**src/rtl/accumulator_exec_unit.sv**
```systemverilog
// accumulator_exec_unit
//   Execute stage of the 8-bit accumulator CPU. Accepts one decoded
//   instruction per valid/ready handshake, reads the operand from the
//   register file, applies the ALU operation to the internal accumulator
//   and, for STA, writes the accumulator back to the register file.
//   One instruction per three cycles: IDLE (accept) -> READ -> EXEC.
//
// Ports
//   clk, reset (async, active-low)
//   instr_valid / instr_ready     : instruction handshake
//   opcode, reg_sel, imm          : decoded instruction fields
//   rf_read_addr / rf_read_data   : register file read port (comb read)
//   rf_write_addr/_data/_en       : register file write port
//   acc_out, carry_flag, zero_flag: architectural state
//   done, illegal_op              : one-cycle retire pulses
module accumulator_exec_unit #(
  parameter int DATA_W     = 8,
  parameter int REG_ADDR_W = 3
) (
  input  logic                  clk,
  input  logic                  reset,
  input  logic                  instr_valid,
  output logic                  instr_ready,
  input  logic [3:0]            opcode,
  input  logic [REG_ADDR_W-1:0] reg_sel,
  input  logic [DATA_W-1:0]     imm,
  output logic [REG_ADDR_W-1:0] rf_read_addr,
  input  logic [DATA_W-1:0]     rf_read_data,
  output logic [REG_ADDR_W-1:0] rf_write_addr,
  output logic [DATA_W-1:0]     rf_write_data,
  output logic                  rf_write_en,
  output logic [DATA_W-1:0]     acc_out,
  output logic                  carry_flag,
  output logic                  zero_flag,
  output logic                  done,
  output logic                  illegal_op
);

  typedef enum logic [1:0] {
    IDLE = 2'd0,
    READ = 2'd1,
    EXEC = 2'd2
  } state_t;

  typedef enum logic [3:0] {
    OP_NOP = 4'h0,
    OP_LDI = 4'h1,
    OP_LDA = 4'h2,
    OP_STA = 4'h3,
    OP_ADD = 4'h4,
    OP_SUB = 4'h5,
    OP_AND = 4'h6,
    OP_OR  = 4'h7,
    OP_XOR = 4'h8,
    OP_SHL = 4'h9,
    OP_SHR = 4'hA,
    OP_ADC = 4'hB
  } op_t;

  state_t                  state, state_nxt;
  logic [3:0]              op_q;
  logic [REG_ADDR_W-1:0]   reg_q;
  logic [DATA_W-1:0]       imm_q;
  logic [DATA_W-1:0]       operand_q;
  logic [DATA_W-1:0]       acc_q, acc_nxt;
  logic                    carry_q, carry_nxt;
  logic                    op_legal;
  logic [DATA_W:0]         sum;

  // State register
  always_ff @(posedge clk or negedge reset) begin
    if (!reset) state <= IDLE;
    else        state <= state_nxt;
  end

  // Next-state logic
  always_comb begin
    state_nxt = state;
    case (state)
      IDLE:    if (instr_valid) state_nxt = READ;
      READ:    state_nxt = EXEC;
      EXEC:    state_nxt = IDLE;
      default: state_nxt = IDLE;
    endcase
  end

  // Opcodes 0xC..0xF are the only illegal encodings.
  always_comb begin
    op_legal = (op_q <= OP_ADC);
  end

  // Output logic
  always_comb begin
    instr_ready = (state == IDLE);
    done        = (state == EXEC);
    illegal_op  = (state == EXEC) && !op_legal;
    rf_write_en = (state == EXEC) && (op_q == OP_STA);
  end

  assign rf_read_addr  = reg_q;
  assign rf_write_addr = reg_q;
  assign rf_write_data = acc_q;
  assign acc_out       = acc_q;
  assign carry_flag    = carry_q;
  assign zero_flag     = (acc_q == '0);

  // ALU: next accumulator/carry computed from the latched instruction
  // and the operand captured in READ. Illegal opcodes fall to the default.
  always_comb begin
    acc_nxt   = acc_q;
    carry_nxt = carry_q;
    sum       = '0;
    case (op_q)
      OP_LDI: acc_nxt = imm_q;
      OP_LDA: acc_nxt = operand_q;
      OP_ADD: begin
        sum       = {1'b0, acc_q} + {1'b0, operand_q};
        acc_nxt   = sum[DATA_W-1:0];
        carry_nxt = sum[DATA_W];
      end
      OP_SUB: begin
        acc_nxt   = acc_q - operand_q;
        carry_nxt = (acc_q < operand_q);
      end
      OP_AND: acc_nxt = acc_q & operand_q;
      OP_OR:  acc_nxt = acc_q | operand_q;
      OP_XOR: acc_nxt = acc_q ^ operand_q;
      OP_SHL: begin
        carry_nxt = acc_q[DATA_W-1];
        acc_nxt   = acc_q << 1;
      end
      OP_SHR: begin
        carry_nxt = acc_q[0];
        acc_nxt   = acc_q >> 1;
      end
      OP_ADC: begin
        sum       = {1'b0, acc_q} + {1'b0, operand_q} + {{DATA_W{1'b0}}, carry_q};
        acc_nxt   = sum[DATA_W-1:0];
        carry_nxt = sum[DATA_W];
      end
      default: begin
        acc_nxt   = acc_q;
        carry_nxt = carry_q;
      end
    endcase
  end

  // Datapath registers. Accumulator/carry only commit at the end of EXEC,
  // so an asynchronous reset before then discards the instruction.
  always_ff @(posedge clk or negedge reset) begin
    if (!reset) begin
      op_q      <= '0;
      reg_q     <= '0;
      imm_q     <= '0;
      operand_q <= '0;
      acc_q     <= '0;
      carry_q   <= 1'b0;
    end else begin
      case (state)
        IDLE: if (instr_valid) begin
          op_q  <= opcode;
          reg_q <= reg_sel;
          imm_q <= imm;
        end
        READ: operand_q <= rf_read_data;
        EXEC: begin
          acc_q   <= acc_nxt;
          carry_q <= carry_nxt;
        end
        default: ;
      endcase
    end
  end

endmodule
```
**config.mk**
```make
export PLATFORM = sky130hd
export DESIGN_NAME = accumulator_exec_unit
export DESIGN_NICKNAME = d
export VERILOG_FILES = /design/src/rtl/accumulator_exec_unit.sv
export SDC_FILE = /design/constraint.sdc
export NUM_CORES = 1
export LEC_CHECK = 0
export BUFFER_PORTS_ARGS = -buffer_cell sky130_fd_sc_hd__buf_4
export CORE_ASPECT_RATIO = 0.8
export CORE_MARGIN = 3
export CORE_UTILIZATION = 50
export DETAILED_ROUTE_END_ITERATION = 10
export GPL_TIMING_DRIVEN = 0
export PLACE_DENSITY_LB_ADDON = 0.12
export SYNTH_ARGS = -nofsm -noshare
export SYNTH_HDL_FRONTEND = slang
export SYNTH_SLANG_ARGS = --single-unit
```
**constraint.sdc**
```tcl
create_clock -name clk -period 3.1 [get_ports clk]
set_clock_uncertainty 0.15 [all_clocks]
set_input_delay 0.62 -clock clk [delete_from_list [all_inputs] [get_ports clk]]
set_output_delay 0.62 -clock clk [all_outputs]
set_load 0.03 [all_outputs]
```
## Word level (Yosys, flattened, before mapping)

Index checks and enable logic that the tools add are counted.

- Bits in registers: 34
- Input port bits: 26
- Output and inout bits: 28
- Word-level logic and storage cells: 43

- $add $sub $neg: 3
- $lt $le $gt $ge: 2
- Equality and inequality tests: 14
- Mux-type cells: 4
- Bitwise gates (word level): 3
- Reduce and logical (&&, ||, !) cells: 10

Operators with widths:

| kind | number |
|---|---|
| one-hot mux 8 bit (10 select lines) | 1 |
| equality test 4 x 3 -> 1 bit, second input constant | 4 |
| equality test 4 bit, second input constant | 4 |
| nonzero test 10 bit | 1 |
| adder 8 x 8 -> 9 bit | 1 |
| adder 9 x 1 -> 9 bit | 1 |
| bitwise AND 8 bit | 1 |
| equality test 4 x 2 -> 1 bit, second input constant | 2 |
| zero test 8 bit | 1 |
| < comparator 8 bit | 1 |
| OR 8 bit | 1 |
| subtractor 8 bit | 1 |
| XOR 8 bit | 1 |
| AND reduction 2 bit | 3 |
| one-hot mux 1 bit (5 select lines) | 1 |
| nonzero test 5 bit | 1 |
| equality test 4 x 1 -> 1 bit, second input constant | 1 |
| <= comparator 4 bit, second input constant | 1 |
| one-hot mux 2 bit (2 select lines) | 1 |
| equality test 2 x 1 -> 1 bit, second input constant | 1 |
| equality test 2 bit, second input constant | 1 |
| logical AND 1 bit | 2 |
| zero test 2 bit | 1 |
| 2-to-1 mux 2 bit | 1 |
| other kinds (2) | 2 |

## Depth between registers and ports, before layout

Gate-level depths: netlist of run 1.

- Word-level depth: 3
- Mapped depth: 9
- Gate-level depth less buffers: 9

## Worst setup path before layout of run 1

Ideal clock, no wire load.

- Path type: register -> register
- Start point: reg acc_q[0], in the netlist acc_out[0]
- End point: reg acc_q[6], in the netlist acc_out[6]
- Library setup time: 0.126 ns
- Arrival: 2.453 ns
- Required time: 2.824 ns
- Slack: 0.371 ns
- Cell stages (with the launch flop): 10
- Path buffers: 0
- Period minus slack after synthesis: 2.729 ns
- Path through: dfrtp_1 -> inv_1 -> ha_1 -> fa_1 -> o21bai_1 -> nor4b_1 -> nor4_1 -> or3_1 -> a32oi_1 -> o21ai_1

- Cells in the longest elaborated chain, start to end: 3
- Elaborated cells between the ends (all ways): 4
- Those cells by class: add/sub (3); mux (1)

Ends and longest elaborated chain:

| element | RTL line | RTL |
|---|---|---|
| from (decl) | 65 | `logic [DATA_W-1:0] acc_q, acc_nxt;` |
| from (signal assigned) | 167 | `acc_q <= acc_nxt;` |
| adder 8 x 8 -> 9 bit | 117, 137 |  |
| adder 9 x 1 -> 9 bit | 137 | `sum = {1'b0, acc_q} + {1'b0, operand_q} + {{DATA_W{1'b0}}, carry_q};` |
| one-hot mux 8 bit (10 select lines) * | 113 | `case (op_q)` |

Every way passes the cells marked *; elsewhere a longest branch is shown, timed or not.
A chain may end at the register's enable or synchronous reset.

## Final worst setup path of run 1

- Start point: reg acc_q[1], in the netlist acc_out[1]
- End point: reg acc_q[3], in the netlist acc_out[3]

The elaborated chain is that of the path after synthesis.

==> results of run 1 <==
[cells by family after synthesis]
logic type | Yosys count | share of synthesized area
buffers and inverters | 60 | 0.0933
XOR/XNOR | 13 | 0.0385
adder cells (fa/ha/maj) | 28 | 0.110
flip-flops | 34 | 0.257
multiplexers | 21 | 0.0684
AND/OR/NAND/NOR | 118 | 0.178
AO/OA/AOI/OAI | 115 | 0.255
[final timing paths]
check	end	cells after the start	from
worst max-delay path	acc_out[3]$_DFFE_PN0P_	8	acc_out[1]$_DFFE_PN0P_
worst min-delay path	operand_q[1]$_DFFE_PN0N_	1	reset
worst max register to register	acc_out[3]$_DFFE_PN0P_	8	acc_out[1]$_DFFE_PN0P_
worst min register to register	imm_q[5]$_DFFE_PN0P_	1	imm_q[5]$_DFFE_PN0P_
max in group asynchronous	operand_q[5]$_DFFE_PN0N_	1	reset
min in group clk	imm_q[5]$_DFFE_PN0P_	1	imm_q[5]$_DFFE_PN0P_
[synth_stat cells (3+ instances only)]
cell type,number,area [um^2]
sky130_fd_sc_hd__mux2_2,13,146
sky130_fd_sc_hd__o22ai_1,3,18.8
sky130_fd_sc_hd__inv_1,21,78.8
sky130_fd_sc_hd__o21a_1,5,37.5
sky130_fd_sc_hd__nand2b_1,8,50.1
sky130_fd_sc_hd__a21oi_1,16,80.1
sky130_fd_sc_hd__nand4_1,3,18.8
sky130_fd_sc_hd__o21bai_1,5,37.5
sky130_fd_sc_hd__nor4_1,5,31.3
sky130_fd_sc_hd__buf_2,13,65.1
sky130_fd_sc_hd__o32ai_1,4,35.0
sky130_fd_sc_hd__clkbuf_1,8,30.0
sky130_fd_sc_hd__nor2b_1,6,37.5
sky130_fd_sc_hd__o211ai_1,8,60.1
sky130_fd_sc_hd__dfrtp_1,34,851
sky130_fd_sc_hd__buf_6,3,33.8
sky130_fd_sc_hd__buf_4,12,90.1
sky130_fd_sc_hd__nor3_1,6,30.0
sky130_fd_sc_hd__a31oi_1,4,25.0
sky130_fd_sc_hd__nand3_1,5,25.0
sky130_fd_sc_hd__mux2i_1,8,80.1
sky130_fd_sc_hd__xnor2_1,8,70.1
sky130_fd_sc_hd__nand2_1,40,150
sky130_fd_sc_hd__o31ai_1,4,30.0
sky130_fd_sc_hd__o21ai_0,28,140
sky130_fd_sc_hd__o221ai_1,3,26.3
sky130_fd_sc_hd__xor2_1,4,35.0
sky130_fd_sc_hd__nor2_1,29,109
sky130_fd_sc_hd__ha_1,26,325
[per-layer routing]
layer / share of wire / vias up / global-route usage
met5: 0 / - / 0
met2: 0.46 / 176 / 0.449
met3: 0.088 / 23 / 0.0483
met4: 0.028 / 0 / 0.108
met1: 0.42 / 1598 / 0.404
li1: - / 1509 / -
[power groups by stage]
| stage | Clock [uW] | Combinational (uW) | Sequential, uW |
|---|---|---|---|
| 2_1_floorplan | 0 | 2070 | 846 |
| 3_3_place_gp | 0 | 2950 | 771 |
| 3_5_place_dp | 0 | 2970 | 777 |
| 4_1_cts | 335 | 2990 | 767 |
| 5_1_grt | 355 | 3300 | 793 |
| 6_report | 329 | 3050 | 769 |
[critical path, cell delays in order, from the launching register on]
cell                       delay (ps)
sky130_fd_sc_hd__dfrtp_1          530
sky130_fd_sc_hd__inv_1            200
sky130_fd_sc_hd__ha_1             420
sky130_fd_sc_hd__a211oi_4         350
sky130_fd_sc_hd__o21a_2           260
sky130_fd_sc_hd__nor2_1            80
sky130_fd_sc_hd__mux2_2           290
sky130_fd_sc_hd__a221oi_2         350
sky130_fd_sc_hd__o31ai_1          120
[final cells by class]
type                    instances  area [um^2]
fillers                       579         2260
multi-input cells             295         2160
flip-flops and latches         34          851
repair buffers                 53          398
plain buffers                  37          223
well taps                      81          101
inverters                      23         86.3
clock buffers                   5         68.8
clock inverters                 2         10.0
[state kept, by name, indices dropped and copies added (netlist names)]
signal / cells
acc_out: 8
state: 2
rf_read_addr: 3
op_q: 4
imm_q: 8
carry_flag: 1
operand_q: 8
[layout by cell type, fill, tap and decap left out, types with 3 or more instances in the layout]
cell type                  synthesis  routed
sky130_fd_sc_hd__a21oi_1          16      16
sky130_fd_sc_hd__a31oi_1           4       4
sky130_fd_sc_hd__buf_2            13      13
sky130_fd_sc_hd__buf_4            12      65
sky130_fd_sc_hd__buf_6             3       3
sky130_fd_sc_hd__clkbuf_1          8       8
sky130_fd_sc_hd__clkbuf_8          0       5
sky130_fd_sc_hd__dfrtp_1          34      34
sky130_fd_sc_hd__ha_1             26      26
sky130_fd_sc_hd__inv_1            21      21
sky130_fd_sc_hd__mux2_2           13      13
sky130_fd_sc_hd__mux2i_1           8       8
sky130_fd_sc_hd__nand2_1          40      40
sky130_fd_sc_hd__nand2b_1          8       8
sky130_fd_sc_hd__nand3_1           5       5
sky130_fd_sc_hd__nand4_1           3       3
sky130_fd_sc_hd__nor2_1           29      29
sky130_fd_sc_hd__nor2b_1           6       6
sky130_fd_sc_hd__nor3_1            6       6
sky130_fd_sc_hd__nor4_1            5       5
sky130_fd_sc_hd__o211ai_1          8       8
sky130_fd_sc_hd__o21a_1            5       5
sky130_fd_sc_hd__o21ai_0          28      28
sky130_fd_sc_hd__o21bai_1          5       5
sky130_fd_sc_hd__o221ai_1          3       3
sky130_fd_sc_hd__o22ai_1           3       3
sky130_fd_sc_hd__o31ai_1           4       4
sky130_fd_sc_hd__o32ai_1           4       4
sky130_fd_sc_hd__xnor2_1           8       8
sky130_fd_sc_hd__xor2_1            4       4
[timing repair]
| action | 4_1_cts | 5_1_grt |
|---|---|---|
| gates resized for setup | 0 | 1 |
| hold buffers | 0 | 0 |
| endpoints found under the setup margin | 0 | 1 |
[per-stage QoR]
| step | cells | utilization |
|---|---|---|
| floorplan | 389 | - |
| global placement | 523 | 0.619 |
| detailed placement | 523 | 0.619 |
| CTS | 530 | 0.631 |
| global route | 530 | 0.632 |
| finish | 530 | 0.632 |
==> summary.txt, run 1 <==
Die
  – Ports placed on the boundary: 54
  – Die H: 78.8 um
  – Effective utilization at floorplan: 0.538
  – Die area: 7650 um^2
  – Row count: 25
  – Placeable core area: 6160 um^2
  – DIE WIDTH: 97.0 um

Final layout
  – Ant diodes: 0
  – Post-layout net count: 503
  – Final Instance Area: 3900 um^2
  – Area grow syn2layout: 17.6%
  – Share of post-route cells with drive strength above 1: 0.265

Synth
  – Synth Net Count: around 440
  – Unique cell type count in the Yosys netlist: 72
  – Share of synthesized area occupied by flip-flops and latches: 0.257
  – Flops & latches, synth: 34
  – Post-synthesis cell area: 3310 um^2
  – Synth warnings: 0
  – Prevailing post-synth register cell: sky130_fd_sc_hd__dfrtp_1
  – EDFF count, synth: 0
  – Instance count of the mapped netlist: 389
  – Share of flip-flops with an asynchronous set or reset after synthesis: 1.00
  – Post-Syn Area per Cell: 8.52 um^2

Power and ir drop
  – Cell Pwr Density: 1070 nW/um^2
  – Total Power: 4150 uW
  – Cell-internal power: 1950 uW
  – IR drop worst, VDD: between 0.0005 and 0.0006 V
  – Register share of total power: 0.185
  – Psw: 2210 uW
  – Part of the power in the clock network: 0.079
  – Static Leakage: 0.00173 uW
  – Share of power burned in combinational logic: 0.736
  – Switching power as a share of total power: 0.531

Clocking
  – Clock sinks: 34
  – Number of buffers on the longest clock path: 2
  – Source-to-sink clock delay at the later pin of the worst-skew pair: 290 ps
  – Clock transition at the registers of the reported paths: 80 ps
  – H-tree level count: 2
  – Clock tree from TritonCTS: built
  – Number of buffers added by the clock tree synthesis step: 5
  – Total setup buffers inserted after CTS: 0
  – Clock root buffer: sky130_fd_sc_hd__clkbuf_8

Routing
  – First-iteration detailed-routing DRC count: 318
  – Routed vias: 3,306
  – First-pass DRT Iterations: 5
  – Post-route DRC: 0
  – Via count normalized by instance count: 6.24
  – Wire length per cell: 20.6 um
  – Detailed Route WL: 10,900 um
  – Post-detailed-route count of antenna-violating nets: 0

Placement
  – Setup slack after placement: 124 ps
  – DP Wirelength: 8210 um
  – IO buf count: 53
  – RD Place Congestion: 0.992
  – Area after DPL: 3810 um^2

Timing
  – Final Hold Violating Endpoints: 0
  – Fin. max-slew vios: 0
  – Shortest period the worst path allows: just under 3000 ps
  – Slew of the pin with the lowest slew margin: 796 ps
  – Peak Freq: 346 MHz
  – Max-slew headroom at the worst pin: 0.468
  – Worst Setup Slack, final: 213 ps
  – Setup repair after global routing missed its margin: no
  – Crit share post-route: 0.931
  – Hold Worst Slack: 123 ps
  – Count of final setup violators: 0
  – Setup_tns: 0 ps

Worst setup path
  – Crit path DAT: 2900 ps
  – Kind of end point of the critical path: register
  – Req. time, crit path: between 3000 and 4000 ps
  – Setup slack on the worst flop-to-flop path: 210 ps
  – Max FO, Critical Path: 9
  – Start-to-end type of the worst setup path: register to register
  – Type of origin of the critical path: register

GRT
  – Wire length of the first global-routing pass: 17,300 um
  – Gr usage total: 0.288
  – Via count of the first global-routing pass: ~3,200
  – Pin count of the biggest net entering global routing: 35
  – Number of antenna violations at the first check in global routing: 0
  – Aggregate global routing overflow: 0

Worst hold path
  – Path type of the worst min-delay path: input port to asynchronous set/reset pin

Job
  – Number of maximum-capacitance violations: 0

Outcome
  – Outcome: finished, final reports clean
Note: power is estimated with default switching activity, not from simulation.
==> run 2, diff against run 1 <==
Settings changed: BUFFER_PORTS_ARGS -buffer_cell sky130_fd_sc_hd__buf_4 to -buffer_cell sky130_fd_sc_hd__buf_2.
Clock period 3.1 ns to 2.62 ns, I/O delays scaled along.
==> summary.txt, run 2 (synthesis results as in run 1) <==
Worst setup path
  – Max FO, Critical Path: 3
  – Buffers and inverters on the worst path: 1
  – R2R depth: 9
  – Critical R2R Capture: acc_out[6]$_DFFE_PN0P_
  – Source of the critical timing path: operand_q[0]$_DFFE_PN0N_
  – Kind of end point of the critical path: register
  – Crit-path cells: buf_4 -> ha_2 -> fa_2 -> o21bai_2 -> nor4b_4 -> nor4_2 -> or3_1 -> a32oi_1 -> o21ai_1
  – Cell with the largest stage delay on the worst path: sky130_fd_sc_hd__dfrtp_1
  – Startpoint of the lowest-slack register-to-register path: operand_q[0]$_DFFE_PN0N_
  – Req. time, crit path: about 2700 ps
  – Number of gates on the worst path with buffers counted: 9
  – Type of origin of the critical path: register
  – Setup slack on the worst flop-to-flop path: about 11 ps
  – Delay of the slowest cell on the worst path: roughly 440 ps
  – Crit path DAT: 2640 ps
  – Category of cells accounting for the largest share of critical-path delay: simple AND/OR/NAND/NOR gates
  – Setup crit end: acc_out[6]$_DFFE_PN0P_
  – Start-to-end type of the worst setup path: register to register

Clocking
  – Clock transition at the registers of the reported paths: 90 ps
  – Number of buffers added by the clock tree synthesis step: 5
  – Clock tree from TritonCTS: built
  – Post-cts hold buffer count: 0
  – Number of buffers on the longest clock path: 2
  – Clock sinks: 34
  – H-tree level count: 2
  – Source-to-sink clock delay at the later pin of the worst-skew pair: 310 ps
  – Clock root buffer: sky130_fd_sc_hd__clkbuf_8

Die
  – Die area: between 7000 and 8000 um^2
  – Ports placed on the boundary: between 50 and 60
  – Row count: 25
  – Placeable core area: 6160 um^2
  – DIE WIDTH: 97.0 um
  – Effective utilization at floorplan: 0.538
  – Die H: 78.8 um

Timing
  – Slew of the pin with the lowest slew margin: 845 ps
  – Setup_tns: 0 ps
  – Fin. max-slew vios: 0
  – Worst Setup Slack, final: 11.1 ps
  – Crit share post-route: 0.996
  – Count of final setup violators: 0
  – Final Hold Violating Endpoints: 0
  – Max-slew headroom at the worst pin: 0.436
  – Peak Freq: ~380 MHz
  – Shortest period the worst path allows: between 2000 and 3000 ps
  – Setup repair after global routing missed its margin: yes

Power and ir drop
  – Static Leakage: 0.00178 uW
  – Cell-internal power: 2620 uW
  – Psw: 2960 uW
  – Share of power burned in combinational logic: 0.759
  – Cell Pwr Density: between 1000 and 1500 nW/um^2
  – Switching power as a share of total power: 0.530
  – IR drop worst, VDD: 0.000669 V
  – Total Power: 5580 uW
  – Part of the power in the clock network: 0.077
  – Register share of total power: 0.164

Placement
  – RD Place Congestion: about 0.97
  – IO buf count: 53
  – Setup slack after placement: -303 ps
  – DP Wirelength: roughly 8200 um

Routing
  – Detailed Route WL: approximately 12,000 um
  – First-pass DRT Iterations: 6
  – Top Layer Used: met4
  – First-iteration detailed-routing DRC count: 350
  – Post-route DRC: 0
  – Post-detailed-route count of antenna-violating nets: 0
  – Via count normalized by instance count: 6.36
  – Wire length per cell: 21.2 um
  – Routed vias: about 3,500
  – Met2 Wirelength: around 5300 um
  – WL met1: 4820 um
  – Met3 wire length: 1160 um

GRT
  – Number of antenna violations at the first check in global routing: 0
  – Aggregate global routing overflow: 0
  – Gr usage total: 0.290
  – Pin count of the biggest net entering global routing: 35
  – Wire length of the first global-routing pass: 17,200 um
  – Via count of the first global-routing pass: between 3,000 and 4,000

Final layout
  – Share of post-route cells with drive strength above 1: 0.363
  – Ant diodes: 0
  – Area used by sequential logic in the layout: 858 um^2
  – Area grow syn2layout: 24.7%
  – Leading cell type in the layout, fill and taps excluded: sky130_fd_sc_hd__buf_2
  – Post-layout net count: 518
  – Commonest cells after routing, fill and taps aside: 64 x sky130_fd_sc_hd__buf_2, 39 x sky130_fd_sc_hd__nand2_1, 28 x sky130_fd_sc_hd__dfrtp_1
  – Total area of multi-input combinational cells: 2380 um^2
  – Filler cells: 536

Outcome
  – Outcome: finished, final reports clean

Worst hold path
  – Path type of the worst min-delay path: input port to asynchronous set/reset pin

Job
  – Number of maximum-capacitance violations: 0
## run 2: cell count changes in the layout (fill, tap and decap cells not counted), moves of 4 or more
cell	change
sky130_fd_sc_hd__ha_1	-8
sky130_fd_sc_hd__buf_4	-39
sky130_fd_sc_hd__dfrtp_1	-6
sky130_fd_sc_hd__ha_4	+5
sky130_fd_sc_hd__buf_2	+51
sky130_fd_sc_hd__dfrtp_2	+6
sky130_fd_sc_hd__inv_1	-4
## run 2: timing repair
action / 4_1_cts / 5_1_grt
pin swaps: 7 / 18
cloned: 0 / 0
setup buffers: 8 / 8
endpoints found under the setup margin: 7 / 7
resized for setup: 11 / 42
## run 2: worst min path at each step
stage	startpoint	to	slack (ps)
floorplan	reset	acc_out[0]$_DFFE_PN0P_	80
global placement	imm_q[7]$_DFFE_PN0P_	imm_q[7]$_DFFE_PN0P_	350
detailed placement	imm_q[7]$_DFFE_PN0P_	imm_q[7]$_DFFE_PN0P_	350
CTS	reset	operand_q[1]$_DFFE_PN0N_	190
global route	reset	carry_flag$_DFFE_PN0P_	210
finish	reset	carry_flag$_DFFE_PN0P_	140
## run 2: layout make-up
class | instances | area share
Tap cell | 81 | 0.0245
Sequential cell | 34 | 0.208
Multi-Input combinational cell | 295 | 0.577
Buffer | 37 | 0.0551
Timing Repair Buffer | 68 | 0.0923
Clock buffer | 7 | 0.0209
Clock inverter | 1 | 0.00121
Inverter | 23 | 0.0215
## run 2: power by group through the flow
stage | clock, uW | combinational (uW) | sequential, uW
2_1_floorplan | 0 | 2450 | 1000
3_3_place_gp | 0 | 3400 | 912
3_5_place_dp | 0 | 3430 | 916
4_1_cts | 426 | 3680 | 896
5_1_grt | 450 | 4520 | 948
6_report | 430 | 4240 | 918
## run 2: stage by stage
| stage | instances | utilization | cell area [um^2] | hold WS (ps) |
|---|---|---|---|---|
| after detailed placement | 523 | 0.598 | 3680 | 349 |
| after floorplan | 389 | - | 3320 | 78.4 |
| final | 546 | 0.671 | 4130 | 141 |
| after CTS | 539 | 0.634 | 3910 | 187 |
| after global routing | 546 | 0.671 | 4130 | 209 |
| after global placement | 523 | 0.598 | 3680 | 346 |
## run 2: metal layers
layer,vias to the layer above,global-route usage
met4,0,0.0715
met1,1663,0.400
met5,-,0
met2,233,0.474
met3,34,0.0509
li1,1542,-
==> run 3, diff against run 2 <==
Clock period 2.62 ns to 3.3 ns, I/O delays scaled along.
==> summary.txt, run 3 (synthesis results as in run 1) <==
Outcome
  – Outcome: finished, final reports clean

Worst setup path
  – Req. time, crit path: 3320 ps
  – Max FO, Critical Path: 6
  – Type of origin of the critical path: register
  – Start-to-end type of the worst setup path: register to register
  – Crit path DAT: 3050 ps
  – Kind of end point of the critical path: register
  – Setup slack on the worst flop-to-flop path: 270 ps

Routing
  – Wire length per cell: 20.7 um
  – Post-route DRC: 0
  – First-pass DRT Iterations: 6
  – Post-detailed-route count of antenna-violating nets: 0
  – Detailed Route WL: 11,000 um
  – First-iteration detailed-routing DRC count: 302
  – Routed vias: about 3,300
  – Via count normalized by instance count: 6.16

Clocking
  – Clock sinks: 34
  – Clock transition at the registers of the reported paths: approximately 80 ps
  – Number of buffers added by the clock tree synthesis step: 5
  – Source-to-sink clock delay at the later pin of the worst-skew pair: 290 ps
  – H-tree level count: 2
  – Total setup buffers inserted after CTS: 0
  – Number of gates given a new drive strength after cts: 0
  – Clock root buffer: sky130_fd_sc_hd__clkbuf_8
  – Post-cts hold buffer count: 0
  – Clock tree from TritonCTS: built
  – Number of buffers on the longest clock path: 2

Timing
  – Count of final setup violators: 0
  – Shortest period the worst path allows: 3030 ps
  – Max-slew headroom at the worst pin: 0.396
  – Crit share post-route: 0.918
  – Setup_tns: 0 ps
  – Final Hold Violating Endpoints: 0
  – Fin. max-slew vios: 0
  – Slew of the pin with the lowest slew margin: ~900 ps
  – Setup repair after global routing missed its margin: no
  – Peak Freq: 330 MHz

Placement
  – IO buf count: between 50 and 60
  – Post-Place Cells: 523
  – RD Place Congestion: 0.992
  – DP Wirelength: 8170 um

Final layout
  – Final non-filler cell total: around 530
  – Area grow syn2layout: 13.8%
  – Util after Layout: 0.612
  – Share of post-route cells with drive strength above 1: 0.262
  – Ant diodes: 0
  – Post-layout net count: 503
  – Leading cell type in the layout, fill and taps excluded: sky130_fd_sc_hd__buf_2
  – Commonest cells after routing, fill and taps aside: 66 x sky130_fd_sc_hd__buf_2, 40 x sky130_fd_sc_hd__nand2_1, 34 x sky130_fd_sc_hd__dfrtp_1

Job
  – Number of maximum-capacitance violations: 0

Power and ir drop
  – Part of the power in the clock network: 0.087
  – Static Leakage: 0.00169 uW
  – Share of power burned in combinational logic: 0.727
  – Psw: about 2100 uW
  – Cell Pwr Density: 1020 nW/um^2
  – IR drop worst, VDD: 0.000477 V
  – Switching power as a share of total power: 0.538
  – Cell-internal power: 1780 uW
  – Total Power: 3850 uW
  – Register share of total power: 0.187

Die
  – Placeable core area: about 6200 um^2
  – Ports placed on the boundary: 54
  – Die area: 7650 um^2
  – DIE WIDTH: between 90 and 100 um
  – Row count: 25
  – Die H: around 79 um
  – Effective utilization at floorplan: 0.538

GRT
  – Via count of the first global-routing pass: just over 3,000
  – Number of antenna violations at the first check in global routing: 0
  – Pin count of the biggest net entering global routing: 35
  – Gr usage total: 0.283
  – Wire length of the first global-routing pass: 16,900 um
  – Aggregate global routing overflow: 0

Worst hold path
  – Path type of the worst min-delay path: input port to asynchronous set/reset pin
run 3: cell count changes in the layout (fill, tap and decap cells not counted), moves of 3 or more:
cell                      previous run  this run
sky130_fd_sc_hd__inv_1              17        21
sky130_fd_sc_hd__ha_2                3         0
sky130_fd_sc_hd__nor2_1             26        29
sky130_fd_sc_hd__nor2_2              3         0
sky130_fd_sc_hd__ha_4                5         0
sky130_fd_sc_hd__buf_4              26        12
sky130_fd_sc_hd__ha_1               18        26
sky130_fd_sc_hd__dfrtp_1            28        34
sky130_fd_sc_hd__dfrtp_2             6         0
sky130_fd_sc_hd__inv_2               4         1
run 3: final timing paths:
| kind | to | cells past startpoint | from |
|---|---|---|---|
| setup / recovery | carry_flag$_DFFE_PN0P_ | 8 | acc_out[0]$_DFFE_PN0P_ |
| setup reg to reg | carry_flag$_DFFE_PN0P_ | 8 | acc_out[0]$_DFFE_PN0P_ |
| hold reg to reg | imm_q[2]$_DFFE_PN0P_ | 1 | imm_q[2]$_DFFE_PN0P_ |
| max in group asynchronous | op_q[2]$_DFFE_PN0P_ | 1 | reset |
| min in group clk | imm_q[2]$_DFFE_PN0P_ | 1 | imm_q[2]$_DFFE_PN0P_ |
| hold / removal | operand_q[1]$_DFFE_PN0N_ | 1 | reset |
run 3: metrics by stage:
| step | setup WS (ps) | hold WS [ps] | cell area [um^2] |
|---|---|---|---|
| after CTS | 353 | 325 | 3770 |
| final | 270 | 291 | 3770 |
| after detailed placement | 365 | 353 | 3680 |
| after global placement | 380 | 345 | 3680 |
| after global routing | 216 | 350 | 3770 |
| after floorplan | 571 | 214 | 3310 |
run 3: cell type report:
class | count | area, um^2
sequential | 34 | 851
clock inverter | 1 | 5.00
clock buffer | 7 | 86.3
timing repair buffer | 53 | 265
multi-input combinational | 295 | 2150
fill | 579 | 2390
buffer | 37 | 223
tap | 81 | 101
inverter | 23 | 86.3
run 3: power by group through the flow:
stage               registers (uW)  clock network (uW)  logic (uW)
CTS                            718                 338        2740
global route                   745                 356        3000
floorplan                      795                   0        1950
detailed placement             727                   0        2720
global placement               720                   0        2700
finish                         719                 333        2800
run 3: worst max-delay path, cell delays in order (launching register included):
cell and delay, ps:
sky130_fd_sc_hd__dfrtp_1 450, sky130_fd_sc_hd__ha_1 310, sky130_fd_sc_hd__fa_1 460, sky130_fd_sc_hd__a211oi_2 360, sky130_fd_sc_hd__o31ai_2 190, sky130_fd_sc_hd__o31ai_1 510
sky130_fd_sc_hd__a21boi_0 200, sky130_fd_sc_hd__o2bb2ai_1 160, sky130_fd_sc_hd__o211ai_1 110
run 3: metal layers:
layer | GRT usage | routed length (um) | share of wire
met1 | 0.410 | 4900 | 0.45
met2 | 0.439 | 4890 | 0.44
met3 | 0.0421 | 908 | 0.083
met4 | 0.0799 | 290 | 0.026
met5 | 0 | 0 | 0
